`src/rtl/adf4158_ramp_sched.sv`:
```
// rtl/adf4158_ramp_sched.sv - ADF4158 ramp scheduler: lock wait, TXDATA trigger bursts, ADC acquisition windows.
module adf4158_ramp_sched #(
   parameter int TRIG_LEN     = 4,
   parameter int SETTLE_LEN   = 400,
   parameter int ACQ_LEN      = 20000,
   parameter int GAP_LEN      = 2000,
   parameter int LOCK_TIMEOUT = 40000
) (
   input  logic        clk_i,
   input  logic        rst_n_i,
   input  logic        cfg_done_i,
   input  logic        lock_i,
   input  logic        start_i,
   input  logic        stop_i,
   input  logic [15:0] num_ramps_i,
   output logic        txdata_o,
   output logic        acq_o,
   output logic [15:0] ramp_idx_o,
   output logic        busy_o,
   output logic        err_o
);

   localparam int MAX_A   = (TRIG_LEN > SETTLE_LEN) ? TRIG_LEN : SETTLE_LEN;
   localparam int MAX_B   = (ACQ_LEN > GAP_LEN) ? ACQ_LEN : GAP_LEN;
   localparam int MAX_C   = (MAX_A > MAX_B) ? MAX_A : MAX_B;
   localparam int MAX_LEN = (MAX_C > LOCK_TIMEOUT) ? MAX_C : LOCK_TIMEOUT;
   localparam int CW      = (MAX_LEN > 1) ? $clog2(MAX_LEN) : 1;

   localparam logic [CW-1:0] TRIG_LOAD   = CW'(TRIG_LEN - 1);
   localparam logic [CW-1:0] SETTLE_LOAD = CW'(SETTLE_LEN - 1);
   localparam logic [CW-1:0] ACQ_LOAD    = CW'(ACQ_LEN - 1);
   localparam logic [CW-1:0] GAP_LOAD    = CW'(GAP_LEN - 1);
   localparam logic [CW-1:0] LOCK_LOAD   = CW'(LOCK_TIMEOUT - 1);

   typedef enum logic [2:0] {
      S_IDLE,
      S_WAIT_LOCK,
      S_TRIG,
      S_SETTLE,
      S_ACQ,
      S_GAP
   } state_t;

   state_t        state_q, state_d;
   logic [CW-1:0] cnt_q, cnt_d;
   logic [15:0]   num_ramps_q, num_ramps_d;
   logic [15:0]   ramp_idx_d;
   logic [15:0]   ramp_idx_inc;
   logic          stop_pend_q, stop_pend_d;
   logic          err_d;
   logic          lock_q1, lock_s;
   logic          stop_req;
   logic          cnt_zero;

   // Losing cfg_done mid-burst ends the burst gracefully, exactly like stop_i.
   assign stop_req     = stop_i | ~cfg_done_i;
   assign cnt_zero     = (cnt_q == '0);
   assign ramp_idx_inc = ramp_idx_o + 16'd1;

   always_ff @(posedge clk_i or negedge rst_n_i) begin
      if (!rst_n_i) begin
         lock_q1 <= 1'b0;
         lock_s  <= 1'b0;
      end else begin
         lock_q1 <= lock_i;
         lock_s  <= lock_q1;
      end
   end

   always_comb begin
      state_d     = state_q;
      cnt_d       = cnt_q;
      num_ramps_d = num_ramps_q;
      ramp_idx_d  = ramp_idx_o;
      stop_pend_d = stop_pend_q;
      err_d       = err_o;

      case (state_q)
         S_IDLE: begin
            if (start_i && cfg_done_i) begin
               state_d     = S_WAIT_LOCK;
               cnt_d       = LOCK_LOAD;
               num_ramps_d = num_ramps_i;
               ramp_idx_d  = 16'd0;
               stop_pend_d = 1'b0;
               err_d       = 1'b0;
            end
         end

         S_WAIT_LOCK: begin
            if (stop_req) begin
               state_d = S_IDLE;
            end else if (lock_s) begin
               state_d = S_TRIG;
               cnt_d   = TRIG_LOAD;
            end else if (cnt_zero) begin
               state_d = S_IDLE;
               err_d   = 1'b1;
            end else begin
               cnt_d = cnt_q - 1'b1;
            end
         end

         S_TRIG, S_SETTLE, S_ACQ, S_GAP: begin
            if (!lock_s) begin
               state_d = S_IDLE;
               err_d   = 1'b1;
            end else begin
               if (stop_req) begin
                  stop_pend_d = 1'b1;
               end
               if (!cnt_zero) begin
                  cnt_d = cnt_q - 1'b1;
               end else begin
                  case (state_q)
                     S_TRIG: begin
                        state_d = S_SETTLE;
                        cnt_d   = SETTLE_LOAD;
                     end
                     S_SETTLE: begin
                        state_d = S_ACQ;
                        cnt_d   = ACQ_LOAD;
                     end
                     S_ACQ: begin
                        state_d = S_GAP;
                        cnt_d   = GAP_LOAD;
                     end
                     default: begin
                        // End of GAP closes the ramp; a stop seen in this same cycle still counts.
                        ramp_idx_d = ramp_idx_inc;
                        if (stop_pend_q || stop_req ||
                            ((num_ramps_q != 16'd0) && (ramp_idx_inc == num_ramps_q))) begin
                           state_d = S_IDLE;
                        end else begin
                           state_d = S_TRIG;
                           cnt_d   = TRIG_LOAD;
                        end
                     end
                  endcase
               end
            end
         end

         default: begin
            state_d = S_IDLE;
         end
      endcase
   end

   // Outputs are registered from the next state so they change on the same edge as the state.
   always_ff @(posedge clk_i or negedge rst_n_i) begin
      if (!rst_n_i) begin
         state_q     <= S_IDLE;
         cnt_q       <= '0;
         num_ramps_q <= 16'd0;
         stop_pend_q <= 1'b0;
         ramp_idx_o  <= 16'd0;
         err_o       <= 1'b0;
         txdata_o    <= 1'b0;
         acq_o       <= 1'b0;
         busy_o      <= 1'b0;
      end else begin
         state_q     <= state_d;
         cnt_q       <= cnt_d;
         num_ramps_q <= num_ramps_d;
         stop_pend_q <= stop_pend_d;
         ramp_idx_o  <= ramp_idx_d;
         err_o       <= err_d;
         txdata_o    <= (state_d == S_TRIG);
         acq_o       <= (state_d == S_ACQ);
         busy_o      <= (state_d != S_IDLE);
      end
   end

endmodule

```
`config.mk`:
```
export PLATFORM = sky130hd
export DESIGN_NAME = adf4158_ramp_sched
export DESIGN_NICKNAME = d
export VERILOG_FILES = /design/src/rtl/adf4158_ramp_sched.sv
export SDC_FILE = /design/constraint.sdc
export NUM_CORES = 1
export LEC_CHECK = 0
export CAP_MARGIN = 5
export CORE_MARGIN = 5
export CORE_UTILIZATION = 54
export CTS_CLUSTER_SIZE = 25
export DETAILED_ROUTE_END_ITERATION = 10
export GPL_ROUTABILITY_DRIVEN = 0
export PLACE_DENSITY = 0.77
export SKIP_LAST_GASP = 1
export SYNTH_ARGS = -nofsm -noshare
export SYNTH_HDL_FRONTEND = slang
export SYNTH_SLANG_ARGS = --single-unit
```
`constraint.sdc`:
```
create_clock -name clk_i -period 3.3 [get_ports clk_i]
set_input_delay 0.33 -clock clk_i [delete_from_list [all_inputs] [get_ports clk_i]]
set_output_delay 0.33 -clock clk_i [all_outputs]
set_load 0.005 [all_outputs]
```
# After elaboration in Yosys (flattened, before gate mapping)
# Index checks and enable logic that the tools add are counted.
[word_totals]
regBits = 58
inputBits = 22
output_inout_bits = 20
elab_cells = 83
[op_classes]
addsub = 2
n_eq_ne = 19
mux = 32
bitwise = 2
reduce_logical = 17
[op_table]
columns = ["cell", "count"]
rows = [
  ["two-way mux 16 bit", 11],
  ["one-hot mux 16 bit (3 select lines)", 2],
  ["one-hot mux 16 bit (2 select lines)", 1],
  ["two-way mux 3 bit", 6],
  ["inequality test 2 bit (second input constant)", 9],
  ["one-hot mux 3 bit (3 select lines)", 2],
  ["adder 16 x 1 -> 16 bit (second input constant)", 1],
  ["equality test 16 bit", 1],
  ["zero test 16 bit", 1],
  ["nonzero test 16 bit", 1],
  ["subtractor 16 x 1 -> 16 bit (second input constant)", 1],
  ["AND reduction 6 bit", 2],
  ["equality test 3 x 2 -> 1 bit (second input constant)", 3],
  ["equality test 3 bit (second input constant)", 3],
  ["two-way mux 1 bit", 7],
  ["inequality test 6 bit (second input constant)", 1],
  ["nonzero test 3 bit", 2],
  ["AND reduction 5 bit", 1],
  ["AND reduction 4 bit", 1],
  ["OR reduction 4 bit", 1],
  ["equality test 3 x 1 -> 1 bit (second input constant)", 1],
  ["zero test 3 bit", 1],
  ["inequality test 3 bit (second input constant)", 1],
  ["one-hot mux 1 bit (3 select lines)", 1],
  ["9 further kinds", 11],
]

# Logic depth before layout (Yosys ltp)
# Gate-level depths: netlist of run 1.
[logic_depth]
depth_word = 10
mapped_depth = 12
depth_no_buf = 9

# Least setup slack after synthesis of run 1
# Ideal clock, no wire load.
[synth_timing]
path_type = "reg-to-reg"
start = "register ramp_idx_o[0]"
end = "register cnt_q[0]"
setup_time_ns = 0.128
arrival_time_ns = 2.497
required_time_ns = 3.172
path_slack_ns = 0.675
stages_incl_launch_ff = 10
path_buffers = 1
synth_period_minus_slack_ns = 2.625
cell_sequence = "dfrtp_1 ha_1 and3_1 buf_4 nand3_2 a311o_1 nor4_4 nand4_4 o21ai_4 mux2_1"
[synth_between]
elab_chain_cells = 6
[synth_lines]
columns = ["element", "line", "source"]
rows = [
  ["start, declared", "18", "output logic [15:0] ramp_idx_o,"],
  ["start signal, assigned", "167", "ramp_idx_o <= ramp_idx_d;"],
  ["adder 16 x 1 -> 16 bit", "58", "assign ramp_idx_inc = ramp_idx_o + 16'd1;"],
  ["equality test 16 bit", "132", "((num_ramps_q != 16'd0) && (ramp_idx_inc == num_ramps_q))) begin"],
  ["logical AND 1 bit", "132", ""],
  ["logical OR 1 bit", "131", "if (stop_pend_q || stop_req ||"],
  ["inequality test 6 bit (no line)", "--", ""],
  ["AND reduction 6 bit (no line)", "--", ""],
  ["end signal, assigned", "164", "cnt_q <= cnt_d;"],
  ["end, declared", "45", "logic [CW-1:0] cnt_q, cnt_d;"],
]
# No other way between the ends.
# A chain may end at the register's enable or synchronous reset.

# Worst setup path in the final report of run 1
[layout_timing]
start = "register ramp_idx_o[0]"
end = "register cnt_q[3]"
# Same word-level chain as after synthesis.

==> flow_metrics.tcl, run 1 <==
set metrics [dict create \
    status "finished, final reports clean" \
    dieArea_um2 8880 \
    crit_start "ramp_idx_o[0]" \
    grt_setup_unrepaired "no" \
    routed-via-count 3477 \
    worstSetupStartpointType "flop" \
    cp-end-kind "flop" \
    r2r_cells 9 \
    grt.overflow.total 0 \
    grt_max_degree 36 \
    crit_path_end "cnt_q[3]" \
    post_drt_wl_per_cell_um 17.2 \
    clock-root-buffer "clkbuf_8" \
    finalClockSkew_ns 0.0106 \
    clockBufferDepth 2 \
    syn_inst 427 \
    initial_core_util_pct 56.1 \
    slew_headroom_pct 36.8 \
    finalPower_w 0.00195 \
    die_x_um 94.2 \
    area_growth_pct 18.1 \
    hp-class "in2async" \
    fin_crit_sh_pct 91.8 \
    drt-total-wl_mm 9.71 \
    track_usage_pct 22.9 \
    clock_latency_ns 0.34 \
    irDropWorstVdd_uv 299 \
    viasPerCell 6.15 \
    maxSlewViolCount 0 \
    placed_area_um2 4270 \
    synthesis.nets 453 \
    row_count 30 \
    synth-async-reset-ratio_pct 100 \
    seq_area_frac_synth_pct 37.9 \
    post-route-util_pct 66.2 \
    yosys.area_share.adder_pct 1.31 \
    grt_first_pass_wirelength_mm 16.2 \
    io_buffers 41 \
    ys_seq_elements 58 \
    tightest_slew_ns 0.948 \
    nFillCells 592 \
    drive_gt1_share_pct 13.0 \
    clkSinkCount 58 \
    fin_setup_tns_ns 0 \
    synth_compound_area_share_pct 18.7 \
    ys_types 70 \
    critPathKind "reg2reg" \
    ant_nets 0 \
    drcViolationCount 0 \
    cts_tree "done" \
    synthMuxAreaShare_pct 5.65 \
    cp_max_fo 13 \
    numCtsBuffers 9 \
    synth_xor_area_share_pct 4.80 \
    r2r_end "cnt_q[3]" \
    p_per_area_nw_per_um2 430 \
    cellLeakagePower_nw 1.88 \
    antenna_found_initial 0 \
    drtIter0Drc 285 \
    drtPass1Iterations 5 \
    grt_pass1_vias 3286 \
    io_pins 42 \
    layout_min_cycle_time_ns 3.03 \
    cp.arrival_ns 3.24 \
    synth_area_um2 3830 \
    core_area_um2 6830 \
    synth_top_family_by_area "simple AND/OR/NAND/NOR gates" \
    clkTransAtPathRegs_ns 0.07 \
    finalSetupViolations 0 \
    final_area_um2 4520 \
    yosys_warnings 0 \
    hold_violations 0 \
    nets 490 \
    dpl.hpwl_mm 6.97 \
    die_height_um 94.2 \
    crit_required_ns 3.51 \
    fmax_mhz 330 \
    r2r-start "ramp_idx_o[0]" \
    synthSimpleGateAreaFrac_pct 26.4 \
    synth_edf_count 0 \
    max-cap-violations 0 \
    n_antenna_cell 0 \
    htree_levels 3 \
    r2r_slack_ns 0.27 \
    synth_flop_cell "dfrtp_1" \
    syn_area_per_cell_um2 8.97 \
]
==> cell families (layout without fill, tap and decap cells) <==
logic type / count (synthesis) / count (layout)
buf+inv: 39 / 81
fa+ha+maj: 4 / 4
mux: 19 / 19
simple gates: 177 / 177
xor+xnor: 21 / 21
compound gates: 109 / 109
flops: 58 / 58
==> cell usage after synthesis (all sizes together) (3+ instances only) <==
cell type	n	area, µm²
a21o	11	82.6
a21oi	26	134
a221o	3	30.0
a31oi	7	43.8
and3	9	56.3
and4	3	26.3
buf	17	120
clkbuf	10	37.5
dfrtp	58	1450
ha	4	50.1
inv	11	41.3
mux2	18	206
nand2	48	180
nand2b	7	43.8
nand3	14	92.6
nand4	10	90.1
nor2	23	86.3
nor2b	3	18.8
nor3	22	110
nor3b	6	45.0
nor4	13	118
o211ai	3	27.5
o21ai	33	176
o31ai	4	30.0
or3	8	50.1
or4	5	41.3
xnor2	10	87.6
xor2	11	96.3
==> layer usage <==
layer | up-vias | wire [µm] | GRT usage, %
met2 | 147 | 4390 | 34.3
li1 | 1647 | - | -
met5 | - | 0 | 0
met3 | 20 | 750 | 4.41
met1 | 1663 | 4360 | 32.3
met4 | 0 | 202 | 9.63
==> layout by cell type (no fill, tap or decap), types with 6 or more instances in the layout <==
cell,n
and3_1,9
nor3b_1,6
clkbuf_8,10
o21ai_0,19
mux2_2,14
dfrtp_1,58
o21ai_1,12
xor2_1,11
inv_1,11
nand3_1,11
buf_4,11
a31oi_1,7
nand4_1,7
nor4_1,10
nor3_1,22
nand2_1,48
nor2_1,23
or3_1,8
a21oi_1,25
a21o_1,11
nand2b_1,7
xnor2_1,10
clkdlybuf4s50_1,40
==> where the power goes <==
group / leakage, nW / switching [W] / total (W) / internal, W
combinational: 1.04 / 0.000176 / 0.000346 / 0.000169
sequential: 0.734 / 0.0000925 / 0.000873 / 0.000780
clock: 0.109 / 0.000284 / 0.000727 / 0.000443
==> sequential cells by signal (all words and copies together) (netlist names), 3 cells and up <==
register and count:
cnt_q 16, num_ramps_q 16, ramp_idx_o 16, state_q 3
==> metrics by stage <==
| stage | setup slack, ns | hold slack [ns] | std cells |
|---|---|---|---|
| floorplan | 0.675 | 0.0344 | 427 |
| global placement | 0.311 | 0.333 | 546 |
| global route | 0.105 | 0.178 | 565 |
| detailed placement | 0.151 | 0.337 | 546 |
| finish | 0.270 | 0.0830 | 565 |
| CTS | 0.115 | 0.113 | 562 |
==> layout make-up <==
| type | count | area [µm²] | share of cell area (%) |
|---|---|---|---|
| inverters | 12 | 45.0 | 0.996 |
| repair buffers | 53 | 508 | 11.2 |
| flip-flops and latches | 58 | 1450 | 32.1 |
| clock buffers | 11 | 141 | 3.13 |
| multi-input cells | 330 | 2180 | 48.2 |
| clock inverters | 5 | 77.6 | 1.71 |
| well taps | 96 | 120 | 2.65 |
==> how the worst min path moves through the flow <==
stage	end	slack, ns	depth (start not counted)
floorplan	acq_o	0.03	0
global placement	lock_s	0.33	0
detailed placement	lock_s	0.34	0
CTS	ramp_idx_o[9]	0.11	1
global route	ramp_idx_o[9]	0.18	1
finish	cnt_q[5]	0.08	1
==> worst max-delay path, stage by stage (launching register included) <==
cell     delay [ns]
dfrtp_1        0.49
ha_1           0.32
and3_1         0.37
nand3_2        0.14
a311o_1        0.42
nor4_4         0.31
nand4_4        0.18
o21ai_4        0.19
buf_12         0.15
mux2_1         0.33
==> timing repair <==
item,CTS,global route
hold buffers,0,0
buffers inserted,0,3
gates resized for setup,0,1
endpoints found under the setup margin,0,4
No activity file was read; power rests on OpenSTA's default activity.
==> inputs of run 2 (changes only) <==
CORE_UTILIZATION = 40   (was 54)
CTS_CLUSTER_SIZE = 14   (was 25)
PLACE_DENSITY = not set   (was 0.77)
==> run 2 against run 1 <==
Routed wire length grew 2.3%. Register-to-register slack gained 0.17 ns. Maximum frequency grew 5.8%. Clock skew shrank 0.0018 ns. Critical path type unchanged.
==> flow_metrics.tcl, run 2 (synthesis gave the netlist of run 1 again) <==
set metrics [dict create \
    core_area_um2 9280 \
    cp.arrival_ns 3.08 \
    irDropWorstVdd_uv 290 \
    layout_min_cycle_time_ns 2.86 \
    nets 488 \
    drcViolationCount 0 \
    mostFrequentLayoutCells "dfrtp_1 (58), nand2_1 (48), clkdlybuf4s50_1 (40)" \
    post_drt_wl_per_cell_um 16.7 \
    antenna_found_initial 0 \
    maxSlewViolCount 0 \
    grt.overflow.total 0 \
    use_met3_pct 3.90 \
    cp_top_family "simple AND/OR/NAND/NOR gates" \
    routed-via-count 3357 \
    clkSinkCount 58 \
    use_met1_pct 24.6 \
    area_growth_pct 18.0 \
    crit_chain "ha_1 -> and3_1 -> nand3_2 -> a311o_1 -> nor4_4 -> nand4_4 -> o21ai_4 -> mux2_1" \
    drt-total-wl_mm 9.93 \
    grt_setup_unrepaired "no" \
    p_per_area_nw_per_um2 418 \
    die_height_um 108 \
    drive_gt1_share_pct 12.4 \
    viasPerCell 5.63 \
    finalPower_w 0.00189 \
    clockBufferDepth 2 \
    finalClockSkew_ns 0.00881 \
    ant_nets 0 \
    cpMaxStageDelayCell "dfrtp_1" \
    die_x_um 108 \
    hp-class "in2async" \
    status "finished, final reports clean" \
    tightest_slew_ns 0.847 \
    n_antenna_cell 0 \
    hold_buffers 0 \
    grt_first_pass_wirelength_mm 16.7 \
    cp-end-kind "flop" \
    hold_violations 0 \
    dieArea_um2 11600 \
    row_count 35 \
    clock-root-buffer "clkbuf_8" \
    slew_headroom_pct 43.5 \
    grt.met2_usage_pct 28.2 \
    htree_levels 3 \
    final_common_cell "dfrtp_1" \
    grt_pass1_vias 3303 \
    clock_latency_ns 0.34 \
    setup_slack_ns 0.436 \
    clkTransAtPathRegs_ns 0.07 \
    ctsResizeCount 0 \
    nFillCells 923 \
    cts_setup_buffers 0 \
    initial_core_util_pct 41.3 \
    cellLeakagePower_nw 1.85 \
    finalSetupViolations 0 \
    fin_setup_tns_ns 0 \
    io_buffers 41 \
    preCtsSetupSlack_ns 0.423 \
    cp_max_fo 7 \
    critPathKind "reg2reg" \
    track_usage_pct 18.0 \
    cp_num_buf_inv 0 \
    crit_required_ns 3.52 \
    dpl.hpwl_mm 7.36 \
    largestRegisters "cnt_q (16), num_ramps_q (16), ramp_idx_o (16)" \
    drtIter0Drc 185 \
    grt-busiest-layer "met2" \
    grt_max_degree 36 \
    worstSetupStartpointType "flop" \
    fin_crit_sh_pct 86.8 \
    max-cap-violations 0 \
    numCtsBuffers 9 \
    cts_tree "done" \
    drtPass1Iterations 4 \
    fmax_mhz 349 \
    io_pins 42 \
    cpPeakStageDelay_ns 0.43 \
]
[run 2: changes by cell type in the layout (fill, tap and decap cells not counted), sizes merged]
cell / previous run / this run
clkinv: 3 / 2
clkinvlp: 1 / 2
buf: 13 / 11
bufinv: 2 / 1
clkbuf: 11 / 12
[run 2: path summary, 6_finish.rpt]
check                                    from       endpoint  slack (ns)  depth (start not counted)
worst max-delay path            ramp_idx_o[1]       cnt_q[3]        0.44                          8
worst min-delay path                  rst_n_i  ramp_idx_o[7]        0.09                          1
worst max register to register  ramp_idx_o[1]       cnt_q[3]        0.44                          8
worst min register to register        lock_q1         lock_s        0.35                          0
max in group asynchronous             rst_n_i  ramp_idx_o[1]        2.38                          2
min in group clk_i                    lock_q1         lock_s        0.35                          0
[run 2: final cells by class]
type | instances | area, µm² | share of cell area (%)
tap | 129 | 161 | 3.57
timing repair buffer | 51 | 480 | 10.6
multi-input combinational | 330 | 2180 | 48.2
inverter | 12 | 45.0 | 0.996
sequential | 58 | 1450 | 32.1
clock inverter | 4 | 50.0 | 1.11
clock buffer | 12 | 155 | 3.43
[run 2: power by group]
part / internal (W) / switching [W]
clock: 0.000389 / 0.000298
sequential: 0.000780 / 0.0000913
combinational: 0.000163 / 0.000170
total: 0.00133 / 0.000559
[run 2: metrics by stage]
stage,area [µm²],utilization [%],hold slack (ns),cells
after floorplan,3830,-,0.0344,427
after global placement,4320,46.5,0.334,580
after detailed placement,4320,46.5,0.335,580
after CTS,4520,48.7,0.130,596
after global routing,4520,48.7,0.171,596
final,4520,48.7,0.0892,596
[run 2: layer usage]
layer	vias up	routed length, µm
li1	1638	-
met1	1615	4650
met2	95	4700
met3	9	458
met4	0	114
met5	-	0
